[config.mk]
export PLATFORM = sky130hd
export DESIGN_NAME = mult_seq_mnbit
export DESIGN_NICKNAME = d
export VERILOG_FILES = /design/src/rtl/mult_seq_mnbit.sv
export SDC_FILE = /design/constraint.sdc
export NUM_CORES = 1
export LEC_CHECK = 0
export BUFFER_PORTS_ARGS = -buffer_cell sky130_fd_sc_hd__buf_2
export CAP_MARGIN = 20
export CORE_ASPECT_RATIO = 0.9
export CORE_UTILIZATION = 30
export DETAILED_ROUTE_END_ITERATION = 8
export GPL_TIMING_DRIVEN = 0
export PLACE_DENSITY = 0.57
export REMOVE_ABC_BUFFERS = 1
export SLEW_MARGIN = 20
export SYNTH_ARGS = -nofsm -noshare
export SYNTH_HDL_FRONTEND = slang
export SYNTH_SLANG_ARGS = --single-unit
[constraint.sdc]
create_clock -name clk -period 6.4 [get_ports clk]
set_clock_uncertainty 0.05 [all_clocks]
set_input_delay 0.32 -clock clk [delete_from_list [all_inputs] [get_ports clk]]
set_output_delay 0.32 -clock clk [all_outputs]
set_load 0.02 [all_outputs]
[src/rtl/mult_seq_mnbit.sv]
// Sequential radix-2 shift-add multiplier with signed/unsigned mode.
// Consumes one multiplier bit per cycle on a single (M+1)-bit adder/subtractor.
// Operands are accepted through a valid/ready handshake, and the result is
// returned through a valid/ready handshake that the consumer can stall.
module mult_seq_mnbit #(
  parameter int unsigned M = 8,
  parameter int unsigned N = 8
) (
  input  logic           clk,
  input  logic           rst,
  input  logic           in_valid,
  output logic           in_ready,
  input  logic [M-1:0]   a,
  input  logic [N-1:0]   b,
  input  logic           signed_mode,
  output logic           out_valid,
  input  logic           out_ready,
  output logic [M+N-1:0] prod,
  output logic           busy
);

  localparam int unsigned CW = (N > 1) ? $clog2(N) : 1;
  localparam int unsigned PW = M + N;
  localparam int unsigned HW = M + 1;

  typedef enum logic [1:0] {
    S_IDLE = 2'd0,
    S_CALC = 2'd1,
    S_DONE = 2'd2
  } state_t;

  state_t          r_state;
  logic [M-1:0]    r_a;
  logic            r_signed;
  logic [HW-1:0]   r_hi;
  logic [N-1:0]    r_lo;
  logic [CW-1:0]   r_cnt;
  logic [PW-1:0]   r_prod;
  logic            r_out_valid;
  logic            r_in_ready;
  logic            r_busy;

  state_t          w_state_nxt;
  logic [M-1:0]    w_a_nxt;
  logic            w_signed_nxt;
  logic [HW-1:0]   w_hi_nxt;
  logic [N-1:0]    w_lo_nxt;
  logic [CW-1:0]   w_cnt_nxt;
  logic [PW-1:0]   w_prod_nxt;
  logic            w_out_valid_nxt;

  logic [HW-1:0]   w_a_ext;
  logic            w_last;
  logic [HW-1:0]   w_sum;
  logic            w_fill;

  // Partial-product step: add (or subtract on the signed MSB step) the extended multiplicand
  always_comb begin
    w_a_ext = r_signed ? {r_a[M-1], r_a} : {1'b0, r_a};
    w_last  = (r_cnt == CW'(N - 1));
    w_sum   = r_hi;
    if (r_lo[0]) begin
      if (r_signed && w_last) begin
        w_sum = r_hi - w_a_ext;
      end else begin
        w_sum = r_hi + w_a_ext;
      end
    end
    w_fill = r_signed & w_sum[M];
  end

  // Next-state and next-datapath logic
  always_comb begin
    w_state_nxt     = r_state;
    w_a_nxt         = r_a;
    w_signed_nxt    = r_signed;
    w_hi_nxt        = r_hi;
    w_lo_nxt        = r_lo;
    w_cnt_nxt       = r_cnt;
    w_prod_nxt      = r_prod;
    w_out_valid_nxt = r_out_valid;
    case (r_state)
      S_IDLE: begin
        if (in_valid) begin
          w_a_nxt      = a;
          w_signed_nxt = signed_mode;
          w_hi_nxt     = '0;
          w_lo_nxt     = b;
          w_cnt_nxt    = '0;
          w_state_nxt  = S_CALC;
        end
      end
      S_CALC: begin
        // Shift the accumulator right; the low half doubles as the multiplier shifter
        w_hi_nxt  = {w_fill, w_sum[M:1]};
        w_lo_nxt  = {w_sum[0], r_lo[N-1:1]};
        w_cnt_nxt = r_cnt + CW'(1);
        if (w_last) begin
          w_prod_nxt      = {w_sum, r_lo[N-1:1]};
          w_out_valid_nxt = 1'b1;
          w_cnt_nxt       = '0;
          w_state_nxt     = S_DONE;
        end
      end
      S_DONE: begin
        if (out_ready) begin
          w_out_valid_nxt = 1'b0;
          w_state_nxt     = S_IDLE;
        end
      end
      default: begin
        w_state_nxt = S_IDLE;
      end
    endcase
  end

  // State, datapath and registered handshake outputs
  always_ff @(posedge clk or posedge rst) begin
    if (rst) begin
      r_state     <= S_IDLE;
      r_a         <= '0;
      r_signed    <= 1'b0;
      r_hi        <= '0;
      r_lo        <= '0;
      r_cnt       <= '0;
      r_prod      <= '0;
      r_out_valid <= 1'b0;
      r_in_ready  <= 1'b1;
      r_busy      <= 1'b0;
    end else begin
      r_state     <= w_state_nxt;
      r_a         <= w_a_nxt;
      r_signed    <= w_signed_nxt;
      r_hi        <= w_hi_nxt;
      r_lo        <= w_lo_nxt;
      r_cnt       <= w_cnt_nxt;
      r_prod      <= w_prod_nxt;
      r_out_valid <= w_out_valid_nxt;
      r_in_ready  <= (w_state_nxt == S_IDLE);
      r_busy      <= (w_state_nxt == S_CALC) || (w_state_nxt == S_DONE);
    end
  end

  assign in_ready  = r_in_ready;
  assign out_valid = r_out_valid;
  assign prod      = r_prod;
  assign busy      = r_busy;

endmodule

### After elaboration in Yosys (flattened, before gate mapping)

Index checks and enable logic that the tools add are counted.

* flip-flop bits (word level): 50
* output and inout bits: 19
* word-level logic and storage cells: 49
* bits of input ports: 21

* equal/unequal tests: 8
* add/sub/neg operators: 3
* bitwise gates (word level): 1
* mux-type cells: 17
* reductions and logical operators: 10

Operator list (number)
* 2-to-1 mux 9 bit: 4
* one-hot mux 9 bit (2 select lines): 1
* one-hot mux 8 bit (2 select lines): 1
* adder 9 bit: 1
* subtractor 9 bit: 1
* 2-to-1 mux 8 bit: 1
* 2-to-1 mux 2 bit: 3
* 2-to-1 mux 3 bit: 2
* inequality test 2 bit, second input constant: 3
* one-hot mux 2 bit (3 select lines): 1
* one-hot mux 3 bit (2 select lines): 1
* AND reduction 2 bit: 3
* == test 2 x 1 -> 1 bit, second input constant: 2
* == test 2 bit, second input constant: 2
* logical NOT 2 bit: 2
* nonzero test 2 bit: 2
* adder 3 x 1 -> 3 bit, second input constant: 1
* == test 3 bit, second input constant: 1
* AND reduction 3 bit: 1
* 2-to-1 mux 1 bit: 2
* one-hot mux 1 bit (2 select lines): 1
* bitwise AND 1 bit: 1
* logical AND 1 bit: 1
* logical OR 1 bit: 1

### Logic depth before layout (Yosys ltp)

Gate-level depths: netlist of run 1.

* word-level depth: 6
* depth in mapped cells: 14
* mapped depth without buffers: 13

### Worst setup path after synthesis of run 1

No wires, ideal clock.

* path kind: flip-flop to flip-flop
* start: register r_cnt[0]
* end: register r_hi[7]
* setup time: 135 ps
* stages on the path, launching flop included: 14
* period minus slack after synthesis: 2947 ps
* slack: 3453 ps
* path buffers: 1
* required time: 6215 ps
* arrival: 2761 ps
* cell sequence: dfrtp_1 > ha_1 > ha_1 > clkbuf_1 > and2_1 > a31oi_1 > xnor2_1 > ha_1 > a21o_1 > a31o_1 > a21o_1 > mux2i_1 > xor2_1 > o21ai_0

* word-level cells in the longest chain between the ends: 5

Ends and longest elaborated chain
* start: declaration: RTL line 37 `logic [CW-1:0] r_cnt;`
* start signal: assignment: RTL line 136 `r_cnt <= w_cnt_nxt;`
* == test 3 bit: RTL line 60 `w_last = (r_cnt == CW'(N - 1));`
* logical AND 1 bit: RTL line 63 `if (r_signed && w_last) begin`
* 2-to-1 mux 9 bit: RTL line 63
* 2-to-1 mux 9 bit: RTL line 62 `if (r_lo[0]) begin`
* one-hot mux 9 bit (2 select lines): RTL line 82 `case (r_state)`
* end signal: assignment: RTL line 134 `r_hi <= w_hi_nxt;`
* end: declaration: RTL line 35 `logic [HW-1:0] r_hi;`

Every way passes these cells.
A chain may end at the register's enable or synchronous reset.

### Worst setup path after layout of run 1

* start: register r_cnt[0]
* end: register r_prod[15] (netlist: prod[15])

* word-level cells in the longest chain between the ends: 4
* elaborated cells between the ends (all ways): 5
* classes of those cells: 1 x eq/ne; 2 x mux; 2 x reduce/logical

Ends and longest elaborated chain
* == test 3 bit *: RTL line 60
* logical AND 1 bit: RTL line 63
* 2-to-1 mux 9 bit: RTL line 63
* 2-to-1 mux 9 bit: RTL line 62
* end signal: assignment: RTL line 137 `r_prod <= w_prod_nxt;`
* end: declaration: RTL line 38 `logic [PW-1:0] r_prod;`

Mark *: on every way between the ends. The rest lies on a longest branch, timed or not.

==> results.cfg, run 1 <==
[setup_path]
cp-startpoint = r_cnt[0]
start_kind = flop
reg2reg_from = r_cnt[0]
r2r_cells = 12
cp.required_ps = 6520
crit_type = reg -> reg
path_max_fanout = 11
end_kind = flop
rr_endpoint = prod[15]
reg2reg_slack_ps = 3140
cp.arrival_ps = 3380
endpoint = prod[15]

[timing]
final.min_clock_period_ps = 3260
final-max-slew-violation-count = 0
setup-violations-final = 0
fmax_mhz = 306
max_slew.worst_pin.slew_ps = 932
tns_ps = 0
min_period_over_period_pct = 51.0
final_hold_viol_count = 0
relSlewSlack_pct = 37.7
setup_slack_ps = 3140
rsz0062_at_grt = no

[synth]
ys_warn_count = 0
synth_seq_cells = 50
avgSynthCellArea_um2 = 10.2
synthDistinctLibCells = 36
synth_top_area_share_pct = 48.3
syn_inst = 248
synth_top_area_cell = dfrtp_1
ys_seq_area_share_pct = 49.4
synth_area_um2 = 2540
synthTopCellsByArea = dfrtp_1 48%, mux2_2 7.1%, ha_1 5.9%, nand2_1 4.9%, o21ai_0 4.7%

[final_layout]
nNetsFinal = 319
postLayoutCoreUtil_pct = 36.6
n_antenna_cell = 0
drive_above_1_share_pct = 24.1
area_delta_synth_final_pct = 17.1
mostFrequentLayoutCell = dfrtp_1
n_fill_cell = 799
seq_area_um2 = 1250
multi_input_area_um2 = 1200
layout_common_cells = 49 x dfrtp_1, 39 x buf_2, 33 x nand2_1, 24 x o21ai_0, 16 x mux2_2

[placement]
dp_hpwl_mm = 3.97
post-place-ws_ps = 3150
port_buffers = 39
place.gp.congestion = 0.789

[grt]
grt_pass1_wl_mm = 9.31
antenna_found_initial = 0
grt_pass1_vias = 1867
grt_max_degree = 28
grt_usage_pct = 13.7
overflow = 0

[die]
die_height_um = 89.3
pin_count = 40
die_x_um = 98.9
die-area_um2 = 8830
start_util_pct = 31.3
core_area_um2 = 8110
core.rowCount = 31

[route]
detail_route.iter0.violations = 114
ant_nets = 0
drc = 0
routed_wl_mm = 5.43
wl_per_cell_um = 14.1
viasPerCell = 4.97
dr.pass1.iters = 4
vias = 1915

[power_and_ir_drop]
p_per_area_nw_per_um2 = 586
finalPower_uw = 1740
p_leak_uw = 0.00142
ir_drop_uv = 163

[clock_network]
clockBufferDepth = 2
path_clk_slew_ps = 100
post_cts_resized = 0
cts_sinks = 50
clk_latency_ps = 320
holdBufCountCts = 0
cts_buffers = 5
htreeDepth = 2
postCtsSetupRepairBufs = 0
cts_root_buf = clkbuf_8
cts_tree = done

[min_path]
hp-class = in -> async

[flow_run]
maxCapViolations = 0

[run_status]
status = completed
[stage by stage]
step	std cells	area, µm²	hold WS (ps)
5_1_grt	385	2970	63.7
4_1_cts	385	2970	50.4
3_5_place_dp	377	2850	401
6_report	385	2970	22.4
3_3_place_gp	375	2810	412
2_1_floorplan	237	2490	387
[synthesized netlist by cell type]
master / number
a21oi_1: 11
mux2_2: 16
dfrtp_1: 49
clkbuf_1: 7
a22o_1: 4
nand2_1: 33
nand2b_1: 2
o31ai_1: 2
buf_2: 4
and2_2: 1
o22ai_1: 2
fa_1: 1
xnor2_1: 5
a21o_1: 7
mux2i_1: 4
a31o_1: 1
ha_1: 12
o221ai_1: 1
o21bai_1: 1
nor3_1: 4
a32o_1: 1
nor2_1: 13
o21ai_0: 24
a22oi_1: 6
o22a_1: 1
nor2b_1: 5
xor2_1: 8
nor4b_1: 1
nor4_1: 1
and2_1: 2
inv_1: 11
a31oi_1: 4
o21ai_1: 1
and4_1: 1
dfstp_2: 1
clkinv_1: 1
[cell type report]
type / count / share of cell area, %
flip-flops and latches: 50 / 42.2
multi-input cells: 175 / 40.3
repair buffers: 41 / 7.75
well taps: 99 / 4.17
clock buffers: 6 / 2.78
inverters: 12 / 1.52
clock inverters: 2 / 1.31
[worst max-delay path: stages, from the launching register on]
cell and delay (ps):
dfrtp_1 420, ha_1 210, ha_1 340, and2_1 280, a31oi_1 210, xnor2_1 150, ha_1 330, a21o_1 230
a31o_1 210, a21o_1 160, mux2i_1 170, xor2_1 250, o21ai_0 110
[cells by family (layout without fill, tap and decap cells)]
group           count (synthesis)  count (layout)  synth area share [%]
simple gates                   63              63                  11.0
xor+xnor                       13              13                  4.49
flops                          50              50                  49.4
mux                            20              20                  8.68
compound gates                 66              66                  16.1
fa+ha+maj                      13              13                  6.71
buf+inv                        23              61                  3.60
[sequential cells by signal, summed over array words and instances, names as in the netlist]
name	flops
prod	16
r_hi	9
r_a	8
r_lo	8
r_cnt	3
r_state	2
busy	1
in_ready	1
out_valid	1
r_signed	1
[worst min-delay path by stage]
| stage | from | end | slack, ps | cells after the start |
|---|---|---|---|---|
| after floorplan | a[0] | r_a[0] | 390 | 2 |
| after global placement | r_hi[0] | r_hi[0] | 410 | 2 |
| after detailed placement | rst | r_state[1] | 400 | 2 |
| after CTS | rst | r_state[0] | 50 | 2 |
| after global routing | rst | busy | 60 | 2 |
| final | rst | prod[13] | 20 | 2 |
[per-layer routing]
layer	track usage [%]	vias up	part of all wire (%)
met5	0	-	0
met4	4.88	0	1.7
met3	3.05	6	2.9
met2	22.4	26	47
met1	18.1	950	49
li1	-	933	-
[where the power goes]
part           internal, µW  total [µW]  switching, µW
clock                   129         242            114
sequential              458         584            126
combinational           408         914            506
total                   995        1740            746
(Power assumes the default switching activity.)
==> inputs of run 2 (changes only) <==
--- a/config.mk
+++ b/config.mk
@@ -11,7 +11,7 @@
 export CORE_UTILIZATION = 30
 export DETAILED_ROUTE_END_ITERATION = 8
 export GPL_TIMING_DRIVEN = 0
-export PLACE_DENSITY = 0.57
+export PLACE_DENSITY = 0.58
 export REMOVE_ABC_BUFFERS = 1
 export SLEW_MARGIN = 20
 export SYNTH_ARGS = -nofsm -noshare
==> constraint.sdc (replaced) <==
create_clock -name clk -period 2.9 [get_ports clk]
set_clock_uncertainty 0.05 [all_clocks]
set_input_delay 0.145 -clock clk [delete_from_list [all_inputs] [get_ports clk]]
set_output_delay 0.145 -clock clk [all_outputs]
set_load 0.02 [all_outputs]
==> run 2 against run 1 <==
Net effect: clock power grew 110%; count of clock-buffer cells in the layout is the same; critical path depth is the same.
==> results.cfg, run 2 (synthesis gave the netlist of run 1 again) <==
[setup_path]
path_max_fanout = 5
path_common_cell = a21o_1
end_kind = flop
cp.required_ps = 3030
start_kind = flop
cp.arrival_ps = 2910
crit_type = reg -> reg
cpMaxStageDelayCell = dfrtp_1
slowest_delay_ps = 400
crit_chain = ha_2, ha_4, and2_4, a31oi_4, xnor2_2, ha_1, a21o_1, a31o_1, a21o_1, mux2i_1, xor2_1, o21ai_0

[final_layout]
largest_reg_flops = 16
mostFrequentLayoutCell = dfrtp_1
n_antenna_cell = 0
drive_above_1_share_pct = 27.7
n_fill_cell = 796
area_delta_synth_final_pct = 21.0
layout_common_cells = 48 x dfrtp_1, 39 x buf_2, 32 x nand2_1, 21 x o21ai_0, 16 x mux2_2
seq_area_um2 = 1250
multi_input_area_um2 = 1250
nNetsFinal = 325

[grt]
grt_usage_pct = 13.2
grt_pass1_vias = 1919
antenna_found_initial = 0
grt_pass1_wl_mm = 9.04
grt_max_degree = 30
overflow = 0

[power_and_ir_drop]
p_per_area_nw_per_um2 = 1280
ir_drop_uv = 337
p_leak_uw = 0.00145

[route]
routed_wl_mm = 5.40
ant_nets = 0
drc = 0
vias = 1928
dr.pass1.iters = 4
viasPerCell = 4.93
detail_route.iter0.violations = 67
wl_per_cell_um = 13.8

[timing]
relSlewSlack_pct = 40.3
tns_ps = 0
final_hold_viol_count = 0
final-max-slew-violation-count = 0
holdWs_ps = 16.4
fmax_mhz = 359
min_period_over_period_pct = 96.1
final.min_clock_period_ps = 2790
setup-violations-final = 0
rsz0062_at_grt = yes
max_slew.worst_pin.slew_ps = 894

[die]
die-area_um2 = 8830
pin_count = 40
start_util_pct = 31.3
core_area_um2 = 8110
die_x_um = 98.9
die_height_um = 89.3
core.rowCount = 31

[clock_network]
clk_latency_ps = 310
cts_sinks = 50
cts_tree = done
path_clk_slew_ps = 100
htreeDepth = 2
cts_root_buf = clkbuf_8
cts_buffers = 5
clockBufferDepth = 2

[flow_run]
maxCapViolations = 0

[run_status]
status = completed

[min_path]
hp-class = in -> reg

[placement]
dp_hpwl_mm = 3.81
place.gp.congestion = 0.798
port_buffers = 39
[run 2: final cells by class]
type / count / share of cell area, %
clock buffers: 6 / 2.36
clock inverters: 2 / 1.26
inverters: 12 / 1.47
multi-input cells: 175 / 40.8
flip-flops and latches: 50 / 40.8
well taps: 99 / 4.04
repair buffers: 47 / 9.21
[run 2: metal layers]
layer  share of wire, %  track usage [%]  vias up
li1                   -                -      948
met1                 46             16.2      942
met2                 49             23.0       32
met3                3.5             3.21        6
met4                1.5             4.48        0
met5                  0                0        -
[run 2: timing repair]
item | CTS | global route
hold endpoints to repair | 23 | 0
pin swaps | 3 | 3
hold buffers | 3 | 0
resized for setup | 4 | 12
setup buffers | 3 | 0
setup endpoints to repair | 13 | 9
[run 2: stage by stage]
stage	cells	power [µW]	utilization, %	area (µm²)	setup slack [ps]
finish	391	3920	37.9	3070	113
global route	391	4290	37.9	3070	-19.8
CTS	391	3890	37.3	3030	1.47
detailed placement	377	3310	35.1	2850	-304
global placement	375	3230	34.7	2810	-297
floorplan	237	2790	-	2490	24.1
[run 2: power breakdown]
group / leakage [µW] / switching (µW) / internal [µW]
clock: 0.0000554 / 244 / 259
combinational: 0.000777 / 1170 / 965
sequential: 0.000616 / 274 / 1010
[run 2: critical path, delay by kind of cell (launching register included)]
kind / cells / cell delay, ps
AO/OA/AOI/OAI: 5 / 830
adder cells (fa/ha/maj): 3 / 630
flip-flops: 1 / 400
XOR/XNOR: 2 / 380
AND/OR/NAND/NOR: 1 / 180
multiplexers: 1 / 170
[run 2: worst paths after layout]
kind                       slack (ps)  cells after the start      from        to
hold reg to reg                   430                      2   prod[8]   prod[8]
max in group asynchronous        1880                      4       rst  in_ready
setup reg to reg                  110                     12  r_cnt[0]   r_hi[7]
min in group asynchronous         330                      3       rst   r_lo[2]
hold / removal                     20                      2      a[6]    r_a[6]
setup / recovery                  110                     12  r_cnt[0]   r_hi[7]
==> inputs of run 3 (changes only) <==
--- a/config.mk
+++ b/config.mk
@@ -11,7 +11,7 @@
 export CORE_UTILIZATION = 30
 export DETAILED_ROUTE_END_ITERATION = 8
 export GPL_TIMING_DRIVEN = 0
-export PLACE_DENSITY = 0.58
+export PLACE_DENSITY = 0.51
 export REMOVE_ABC_BUFFERS = 1
 export SLEW_MARGIN = 20
 export SYNTH_ARGS = -nofsm -noshare
==> run 3 against run 2 <==
Net effect: wire length grew 3.6%; highest routed layer unchanged; sequential share of layout area shrank 0.40 points; register-to-register slack gained 30 ps; hold slack lost 9.1 ps; sequential power about the same; die area unchanged; largest power group unchanged; maximum frequency up 1.0%.
==> results.cfg, run 3 (synthesis gave the netlist of run 1 again) <==
[timing]
setup-violations-final = 0
final-max-slew-violation-count = 0
rsz0062_at_grt = yes
tns_ps = 0
max_slew.worst_pin.slew_ps = 919
final.min_clock_period_ps = 2760
min_period_over_period_pct = 95.1
relSlewSlack_pct = 38.6
final_hold_viol_count = 0
fmax_mhz = 363
holdWs_ps = 7.32

[grt]
grt_pass1_vias = 1864
overflow = 0
grt_max_degree = 31
antenna_found_initial = 0
grt_usage_pct = 13.6
grt_pass1_wl_mm = 9.31

[final_layout]
fin_cells = 396
drive_above_1_share_pct = 30.0
n_antenna_cell = 0
nNetsFinal = 330
largest_reg_flops = 16
layout_common_cells = 49 x dfrtp_1, 39 x buf_2, 32 x nand2_1, 21 x o21ai_0, 16 x mux2_2
mostFrequentLayoutCell = dfrtp_1
postLayoutCoreUtil_pct = 38.2
area_delta_synth_final_pct = 22.0

[power_and_ir_drop]
p_leak_uw = 0.00146
p_per_area_nw_per_um2 = 1280
ir_drop_uv = 303

[setup_path]
cpMaxStageDelayCell = dfrtp_1
start_kind = flop
reg2reg_slack_ps = 140
rr_endpoint = prod[15]
slowest_delay_ps = 400
crit_type = reg -> reg
end_kind = flop
path_buf_inv = 1
cp_top_family = adder cells
cp.arrival_ps = 2890
crit_chain = ha_2, ha_4, and2_4, a31oi_4, xnor2_1, ha_1, buf_4, and4_1, a21o_1, mux2i_1, xor2_1, o21ai_1
path_max_fanout = 7
cp.required_ps = 3030
r2r_cells = 12
reg2reg_from = r_cnt[1]

[placement]
place.gp.congestion = 0.793
port_buffers = 39
dp_hpwl_mm = 3.93
placedCellCount = 377

[route]
wl_per_cell_um = 14.1
dr.pass1.iters = 4
ant_nets = 0
routed_wl_mm = 5.59
vias = 1927
drc = 0
detail_route.iter0.violations = 67
viasPerCell = 4.87

[min_path]
hp-start = a[3]
hp-class = in -> reg
whs_path_depth = 2
min_to = r_a[3]

[clock_network]
htreeDepth = 2
path_clk_slew_ps = 100
cts_tree = done
clockBufferDepth = 2
clk_latency_ps = 310
cts_root_buf = clkbuf_8
cts_sinks = 50
cts_buffers = 5

[die]
start_util_pct = 31.3
core.rowCount = 31
die_height_um = 89.3
pin_count = 40
die-area_um2 = 8830
core_area_um2 = 8110
die_x_um = 98.9

[run_status]
status = completed

[flow_run]
maxCapViolations = 0
run 3: worst max-delay path by stage:
| stage | depth (start not counted) | startpoint | slack (ps) | endpoint |
|---|---|---|---|---|
| finish | 12 | r_cnt[1] | 140 | prod[15] |
| detailed placement | 12 | r_cnt[0] | -400 | prod[15] |
| global route | 12 | r_cnt[1] | -10 | prod[15] |
| CTS | 12 | r_cnt[1] | 10 | prod[12] |
| global placement | 12 | r_cnt[0] | -350 | prod[15] |
| floorplan | 12 | r_cnt[0] | 20 | prod[15] |
run 3: metal layers:
| metal | vias up | wire, µm | global-route usage [%] |
|---|---|---|---|
| met2 | 20 | 2720 | 23.6 |
| met3 | 4 | 124 | 2.42 |
| met1 | 941 | 2670 | 17.7 |
| met4 | 0 | 66 | 3.66 |
| met5 | - | 0 | 0 |
| li1 | 962 | - | - |
run 3: metrics by stage:
stage / setup WS, ps / cell area (µm²) / total power (µW)
after floorplan: 24.1 / 2490 / 2790
after global placement: -355 / 2810 / 3250
after detailed placement: -402 / 2850 / 3320
after CTS: 11.7 / 3030 / 3880
after global routing: -14.1 / 3100 / 4320
final: 141 / 3100 / 3960
run 3: cell type report:
| type | instances | area [µm²] |
|---|---|---|
| clock buffer | 6 | 82.6 |
| clock inverter | 2 | 16.3 |
| fill | 823 | 5010 |
| inverter | 12 | 45.0 |
| multi-input combinational | 175 | 1260 |
| sequential | 50 | 1250 |
| tap | 99 | 124 |
| timing repair buffer | 52 | 317 |
run 3: timing repair:
item	in CTS	in global routing
resized for setup	7	10
setup buffers	4	4
pin swaps	3	10
hold buffers	3	0
endpoints found under the hold margin	21	0
setup endpoints to repair	13	8
run 3: worst register-to-register path, cell delays in order (launching register included):
cell and delay (ps):
dfrtp_1 400, ha_2 200, ha_4 170, and2_4 180, a31oi_4 160, xnor2_1 140, ha_1 260, buf_4 160
and4_1 180, a21o_1 180, mux2i_1 180, xor2_1 260, o21ai_1 110
run 3: where the power goes:
| group | internal, µW | switching, µW | leakage [µW] |
|---|---|---|---|
| clock network | 197 | 251 | 0.0000478 |
| logic | 1030 | 1190 | 0.000794 |
| registers | 1010 | 276 | 0.000618 |
| total | 2240 | 1720 | 0.00146 |
